$ cat config.mk
export PLATFORM = sky130hd
export DESIGN_NAME = pipe_stage_elastic
export DESIGN_NICKNAME = d
export VERILOG_FILES = /design/src/rtl/pipe_pkg.sv /design/src/rtl/pipe_slot.sv /design/src/rtl/pipe_stage_elastic.sv
export SDC_FILE = /design/constraint.sdc
export NUM_CORES = 1
export LEC_CHECK = 0
export CAP_MARGIN = 20
export CORE_AREA = 2 2 61 63
export CTS_CLUSTER_DIAMETER = 100
export DETAILED_ROUTE_END_ITERATION = 10
export DIE_AREA = 0 0 63 65
export PLACE_DENSITY = 0.81
export SLEW_MARGIN = 0
export SYNTH_ARGS = -nofsm -noshare
export SYNTH_HDL_FRONTEND = slang
export SYNTH_HIERARCHICAL = 1
export SYNTH_SLANG_ARGS = --single-unit
$ cat constraint.sdc
create_clock -name clock -period 3.8 [get_ports clock]
set_input_delay 0.76 -clock clock [delete_from_list [all_inputs] [get_ports clock]]
set_output_delay 0.76 -clock clock [all_outputs]
set_load 0.01 [all_outputs]
$ cat src/rtl/pipe_pkg.sv
// Shared encodings for the elastic pipeline stage: FSM state codes (equal to
// occupancy) and the RISC-V NOP used as the IF/ID bubble payload.
package pipe_pkg;

   typedef enum logic [1:0] {
      ST_EMPTY = 2'd0,
      ST_ONE   = 2'd1,
      ST_TWO   = 2'd2
   } state_t;

   localparam logic [31:0] RV_NOP = 32'h0000_0013;

endpackage

$ cat src/rtl/pipe_slot.sv
// Single payload register of the elastic stage: load, clear-to-BUBBLE,
// asynchronous active-low reset to BUBBLE. Clear wins over load.
module pipe_slot
   import pipe_pkg::*;
#(
   parameter int               WIDTH  = 32,
   parameter logic [WIDTH-1:0] BUBBLE = {WIDTH{1'b0}}
) (
   input  logic             clock,
   input  logic             reset_n,
   input  logic             load,
   input  logic             clear,
   input  logic [WIDTH-1:0] d,
   output logic [WIDTH-1:0] q
);

   logic [WIDTH-1:0] data_reg;

   always_ff @(posedge clock or negedge reset_n) begin
      if (!reset_n) begin
         data_reg <= BUBBLE;
      end else if (clear) begin
         data_reg <= BUBBLE;
      end else if (load) begin
         data_reg <= d;
      end
   end

   assign q = data_reg;

endmodule

$ cat src/rtl/pipe_stage_elastic.sv
// Elastic valid/ready pipeline register with flush. Define PIPE_STAGE_SKID_EN
// for the two-slot (skid) variant with a registered in_ready.
module pipe_stage_elastic
   import pipe_pkg::*;
#(
   parameter int               WIDTH  = 32,
   parameter logic [WIDTH-1:0] BUBBLE = {WIDTH{1'b0}},
   parameter int               BYPASS = 0
) (
   input  logic             clock,
   input  logic             reset_n,
   input  logic             flush,
   input  logic             in_valid,
   output logic             in_ready,
   input  logic [WIDTH-1:0] in_data,
   output logic             out_valid,
   input  logic             out_ready,
   output logic [WIDTH-1:0] out_data,
   output logic [1:0]       occupancy
);

   generate
      if (BYPASS != 0) begin : g_bypass
         assign out_valid = in_valid & ~flush;
         assign in_ready  = out_ready;
         assign out_data  = out_valid ? in_data : BUBBLE;
         assign occupancy = 2'd0;
      end else begin : g_reg
         state_t           state_reg, state_next;
         logic             accept, fire;
         logic             main_load, main_clear;
         logic [WIDTH-1:0] main_d, main_q;
`ifdef PIPE_STAGE_SKID_EN
         logic             skid_load, skid_clear;
         logic [WIDTH-1:0] skid_q;
         logic             ready_reg;
`endif

         assign out_valid = (state_reg != ST_EMPTY);
`ifdef PIPE_STAGE_SKID_EN
         assign in_ready  = ready_reg;
`else
         assign in_ready  = ~out_valid | out_ready;
`endif
         assign accept    = in_valid & in_ready;
         assign fire      = out_valid & out_ready;
         // main is reloaded with BUBBLE whenever it goes empty, so it is the output
         assign out_data  = main_q;
         assign occupancy = state_reg;

         always_ff @(posedge clock or negedge reset_n) begin
            if (!reset_n) begin
               state_reg <= ST_EMPTY;
            end else begin
               state_reg <= state_next;
            end
         end

`ifdef PIPE_STAGE_SKID_EN
         always_ff @(posedge clock or negedge reset_n) begin
            if (!reset_n) begin
               ready_reg <= 1'b1;
            end else begin
               ready_reg <= (state_next != ST_TWO);
            end
         end
`endif

         always_comb begin
            state_next = state_reg;
            main_load  = 1'b0;
            main_clear = 1'b0;
            main_d     = in_data;
`ifdef PIPE_STAGE_SKID_EN
            skid_load  = 1'b0;
            skid_clear = 1'b0;
`endif
            case (state_reg)
               ST_EMPTY: begin
                  if (accept) begin
                     main_load  = 1'b1;
                     state_next = ST_ONE;
                  end
               end
               ST_ONE: begin
                  if (accept && fire) begin
                     main_load = 1'b1;
`ifdef PIPE_STAGE_SKID_EN
                  end else if (accept) begin
                     skid_load  = 1'b1;
                     state_next = ST_TWO;
`endif
                  end else if (fire) begin
                     main_clear = 1'b1;
                     state_next = ST_EMPTY;
                  end
               end
`ifdef PIPE_STAGE_SKID_EN
               ST_TWO: begin
                  if (fire) begin
                     main_d     = skid_q;
                     main_load  = 1'b1;
                     skid_clear = 1'b1;
                     state_next = ST_ONE;
                  end
               end
`endif
               default: begin
                  main_clear = 1'b1;
                  state_next = ST_EMPTY;
               end
            endcase
            // flush overrides everything; a same-cycle fire is already delivered
            if (flush) begin
               state_next = ST_EMPTY;
               main_load  = 1'b0;
               main_clear = 1'b1;
`ifdef PIPE_STAGE_SKID_EN
               skid_load  = 1'b0;
               skid_clear = 1'b1;
`endif
            end
         end

         pipe_slot #(.WIDTH(WIDTH), .BUBBLE(BUBBLE)) u_main (
            .clock   (clock),
            .reset_n (reset_n),
            .load    (main_load),
            .clear   (main_clear),
            .d       (main_d),
            .q       (main_q)
         );

`ifdef PIPE_STAGE_SKID_EN
         pipe_slot #(.WIDTH(WIDTH), .BUBBLE(BUBBLE)) u_skid (
            .clock   (clock),
            .reset_n (reset_n),
            .load    (skid_load),
            .clear   (skid_clear),
            .d       (in_data),
            .q       (skid_q)
         );
`endif
      end
   endgenerate

endmodule

== After elaboration in Yosys (flattened, before gate mapping) ==
Cells that the tools add are included.
Widths: inputs -> output; s select.

* Bits in registers: 34
* Latch bits: 0
* Memory bits (writable): 0
* Memory bits (read-only): 0
* Input bits: 37
* Output and inout bits: 36
* Logic and storage cells: 30
* Memories kept: 0

* Add/sub/neg operators: 0
* $mul: 0
* Divide/modulo/power cells: 0
* Order comparisons: 0
* Equal/unequal tests: 4
* Shift-type cells: 0
* Mux-type cells: 15
* Bitwise gates (word level): 4
* Reduce and logical (&&, ||, !) cells: 5

{| class="wikitable"
|+ Operators by type and width
! kind !! count
|-
| $mux 32 || 2
|-
| $ne 3x3->1 const B || 3
|-
| $mux 2 || 4
|-
| $mux 1 || 6
|-
| $pmux 1 s2 || 2
|-
| $pmux 2 s2 || 1
|-
| $reduce_bool 2->1 || 2
|-
| $reduce_and 3->1 || 1
|-
| $and 1x1->1 || 2
|-
| $eq 2x1->1 const B || 1
|-
| $logic_not 2->1 || 1
|-
| $logic_and 1x1->1 || 1
|-
| $not 1->1 || 1
|-
| $or 1x1->1 || 1
|}

== Logic depth before layout (Yosys ltp) ==
* Depth in word-level cells: 10
* Depth in mapped cells: 6
* Gate-level depth less buffers: 4

== Hierarchy ==
Netlist, hierarchy kept.

{| class="wikitable"
|+ By module, submodules not included
! module !! times used !! cells an instance !! area each (µm²)
|-
| pipe_slot || 1 || 103 || 1,323.8
|-
| pipe_stage_elastic || 1 || 9 || 87.6
|}

== Worst setup path before layout ==
OpenSTA, ideal clock, no wires.

* Kind: in2reg
* Start: in out_ready
* End: reg g_reg.u_main.data_reg[0] (netlist: g_reg.u_main/q[0])
* Setup time: 0.132 ns
* Arrival time: 1.561 ns
* Path slack: 2.107 ns
* Stages: 6
* Buffers on the path: 2
* Cell sequence: nand2b_4 -> nor3b_2 -> buf_6 -> buf_12 -> mux2i_1 -> nor2_1

* Longest elaborated chain between the ends: 7

{| class="wikitable"
|+ Ends and longest elaborated chain
! element !! RTL line !! RTL
|-
| start, declared || pipe_stage_elastic.sv:17 || <nowiki>input logic out_ready,</nowiki>
|-
| $or 1x1->1 || pipe_stage_elastic.sv:43 || <nowiki>assign in_ready = ~out_valid | out_ready;</nowiki>
|-
| $and 1x1->1 || pipe_stage_elastic.sv:45 || <nowiki>assign accept = in_valid & in_ready;</nowiki>
|-
| $logic_and 1x1->1 || pipe_stage_elastic.sv:86 || <nowiki>if (accept && fire) begin</nowiki>
|-
| $mux 1 || pipe_stage_elastic.sv:86 ||
|-
| $pmux 1 s2 * || pipe_stage_elastic.sv:78 || <nowiki>case (state_reg)</nowiki>
|-
| $mux 1 * || pipe_stage_elastic.sv:114 || <nowiki>if (flush) begin</nowiki>
|-
| net g_reg.main_load || pipe_stage_elastic.sv:31 || <nowiki>logic main_load, main_clear;</nowiki>
|-
| $reduce_bool 2->1 (no line) * || n/a ||
|-
| end signal, assigned || pipe_slot.sv:21 || <nowiki>data_reg <= BUBBLE;</nowiki>
|-
| end signal, assigned || pipe_slot.sv:23 || <nowiki>data_reg <= BUBBLE;</nowiki>
|-
| end signal, assigned || pipe_slot.sv:25 || <nowiki>data_reg <= d;</nowiki>
|-
| end, declared || pipe_slot.sv:17 || <nowiki>logic [WIDTH-1:0] data_reg;</nowiki>
|}

Mark *: on every way through the listed nets, which the timed path passes. The rest lies on a longest branch.
A chain may end at the register's enable or synchronous reset.

== Final worst setup path ==
* Start: in out_ready
* End: out in_ready

* Longest elaborated chain between the ends: 1

{| class="wikitable"
|+ Ends and longest elaborated chain
! element !! RTL line !! RTL
|-
| $or 1x1->1 || pipe_stage_elastic.sv:43 ||
|-
| end, declared || pipe_stage_elastic.sv:14 || <nowiki>output logic in_ready,</nowiki>
|}

No other way between the ends.

==> results.md <==
- Worst path arrival time: around 1900 ps
- Multi-input gate area: a little under 500 um2
- Remaining DRCs: 0
- Final nets: 221
- Max_cap viols: 0
- GP Congestion: 0.7001
- Filler cells: 316
- Peak supply drop: 0.0002034 V
- First-pass GRT wire length: 5671 um
- Mux share of post-synthesis cell area: 0.2270
- PostCTS Resize Cnt: 0
- Period utilisation layout: 0.7016
- CP startpoint kind: input pin
- Setup Skew: 6.670 ps
- Initial antenna violation count: 0
- Die Ht: approximately 65 um
- DRT iter0 DRCs: 22
- CTS max path bufs: 2
- Worst Setup End Kind: primary output
- Reg area: 825.8 um2
- Finish-stage setup viols: 0
- Pre-Repair DR Iteration Count: 4
- Total power: approximately 0.7 mW
- Compound-Gate Fraction of Synth Area: 0.009752
- Cell Pwr Density: 323.6 nW/um2
- Detailed-route via count: 1085
- Adder-cell share of the synthesized area: 0
- Syn_area_per_cell: approximately 13 um2
- CTS buffer count: 5
- Crit-path max FO: 3
- Worst min-delay path class: reg -> reg
- Post-synthesis xor/xnor area fraction: 0
- Status: finished, final reports clean
- I/O pin count: 73
- Fraction of layout cells with a size suffix above 1: 0.07027
- Synth warn: 6
- CTS Hold Bufs: 0
- Global route overflow: 0
- Vias in the first global route: 1195
- Final WL: between 3000 and 4000 um
- Synth Instances: approximately 110
- Routed vias/inst: 4.657
- Detail Route Antenna Nets: 0
- Clk_lat worst skew: roughly 330 ps
- Post-CTS setup buffers: 0
- Net Count, Synth: about 150
- Worst-path clk slew: 110 ps
- Htree depth: 2
- Netlist cell types: 13
- Required @ worst endpoint: 3040 ps
- Setup_tns: 0 ps
- DP HPWL: 2432 um
- Hold Slack: 530.4 ps
- Final hold vios: 0
- Core area: between 3000 and 4000 um2
- Slew Viols, Final: 0
- Lkg Pwr: around 0.95 nW
- I/O Buffers: 71
- CTS Sinks: 33
- Simple-Gate Fraction of Synth Area: 0.1037
- Root buf cell: clkbuf_4
- Syn-to-layout area delta: 55.05%
- Synthesized flop and latch total: 33
- Starting Density: 0.4037
- Largest net degree at the start of global routing: 34
- CTS tree: yes
- GRT Overall Usage: 0.1803
- Die Span X: 63 um
- Fmax achieved: 0.3751 GHz
- Largest family of logic cells by synthesized area: multiplexers
- Seq/Total Area, Yosys: 0.5851
- Die area: 4095 um2
- Syn Std Cell Area: 1411 um2
- Crit Path Category: in -> out
- Site Rows: 22
- RSZ-0062 raised after global routing: false
- Antenna diodes: 0
- Slew at the pin with the worst max-slew slack: 529.2 ps
- Max-slew headroom: 0.6472
- Final min period: 2666 ps
- WL per Instance: 14.19 um
[metrics by stage]
step | utilization | std cells | setup WS (ps) | instance area, um2
floorplan | - | 112 | 2107 | 1411
global placement | 0.6024 | 224 | 1147 | 2106
detailed placement | 0.6024 | 224 | 1128 | 2106
CTS | 0.6181 | 232 | 1126 | 2161
global route | 0.6260 | 233 | 1099 | 2188
finish | 0.6260 | 233 | 1134 | 2188
[Yosys cell counts, drive strengths merged]
cell type	n	share of area
a21oi	1	0.0035
a31o	1	0.0062
buf	6	0.061
clkbuf	3	0.0080
conb	1	0.0027
dfrtp	33	0.59
inv	1	0.0027
mux2i	32	0.23
nand2b	1	0.0097
nor2	32	0.085
nor3b	1	0.0089
[sequential cells by signal, summed over array words and instances (netlist names)]
signal	flops
occupancy	1
g_reg.u_main/q	32
[cell type report]
type,count,area share
inverter,1,0.001715
clock inverter,3,0.008005
tap,48,0.02744
multi-input combinational,69,0.2241
timing repair buffer,74,0.3442
sequential,33,0.3774
clock buffer,5,0.01715
[layout by cell type (no fill, tap or decap), drive strengths merged]
cell and count:
clkbuf 5, nand2b 1, clkdlybuf4s50 71, dfrtp 33, clkinv 2, conb 1, a21oi 1, clkinvlp 1
nor2 32, inv 1, a31o 1, nor3b 1, mux2i 32, buf 3
[layer usage]
metal | GRT usage | share of wire | vias to the layer above
met4 | 0.06667 | 0.016 | 0
met2 | 0.3165 | 0.52 | 43
met1 | 0.1986 | 0.39 | 525
met5 | 0 | 0 | -
met3 | 0.06771 | 0.073 | 7
li1 | - | - | 510
[logic make-up after synthesis]
group,count (synthesis)
mux,32
simple gates,34
compound gates,2
other cells,1
buf+inv,10
flops,33
[critical path, stage by stage]
cell and delay, ps:
clkdlybuf4s50_1 480, nand2b_4 130, clkdlybuf4s50_1 530
[power by group]
part	internal, mW	total [mW]	switching (mW)
combinational	0.0860	0.143	0.0567
sequential	0.367	0.376	0.00912
clock	0.0697	0.190	0.120
[path summary, 6_finish.rpt]
path                                   start  slack (ps)  cells after the start                 end
min in group asynchronous            reset_n         810                      2  g_reg.u_main/q[31]
max in group asynchronous            reset_n        2690                      2   g_reg.u_main/q[6]
hold reg to reg            g_reg.u_main/q[7]         530                      2   g_reg.u_main/q[7]
setup reg to reg                occupancy[0]        2130                      5  g_reg.u_main/q[14]
setup / recovery                   out_ready        1130                      3            in_ready
hold / removal             g_reg.u_main/q[7]         530                      2   g_reg.u_main/q[7]
Note: power is estimated with default switching activity, not from simulation.
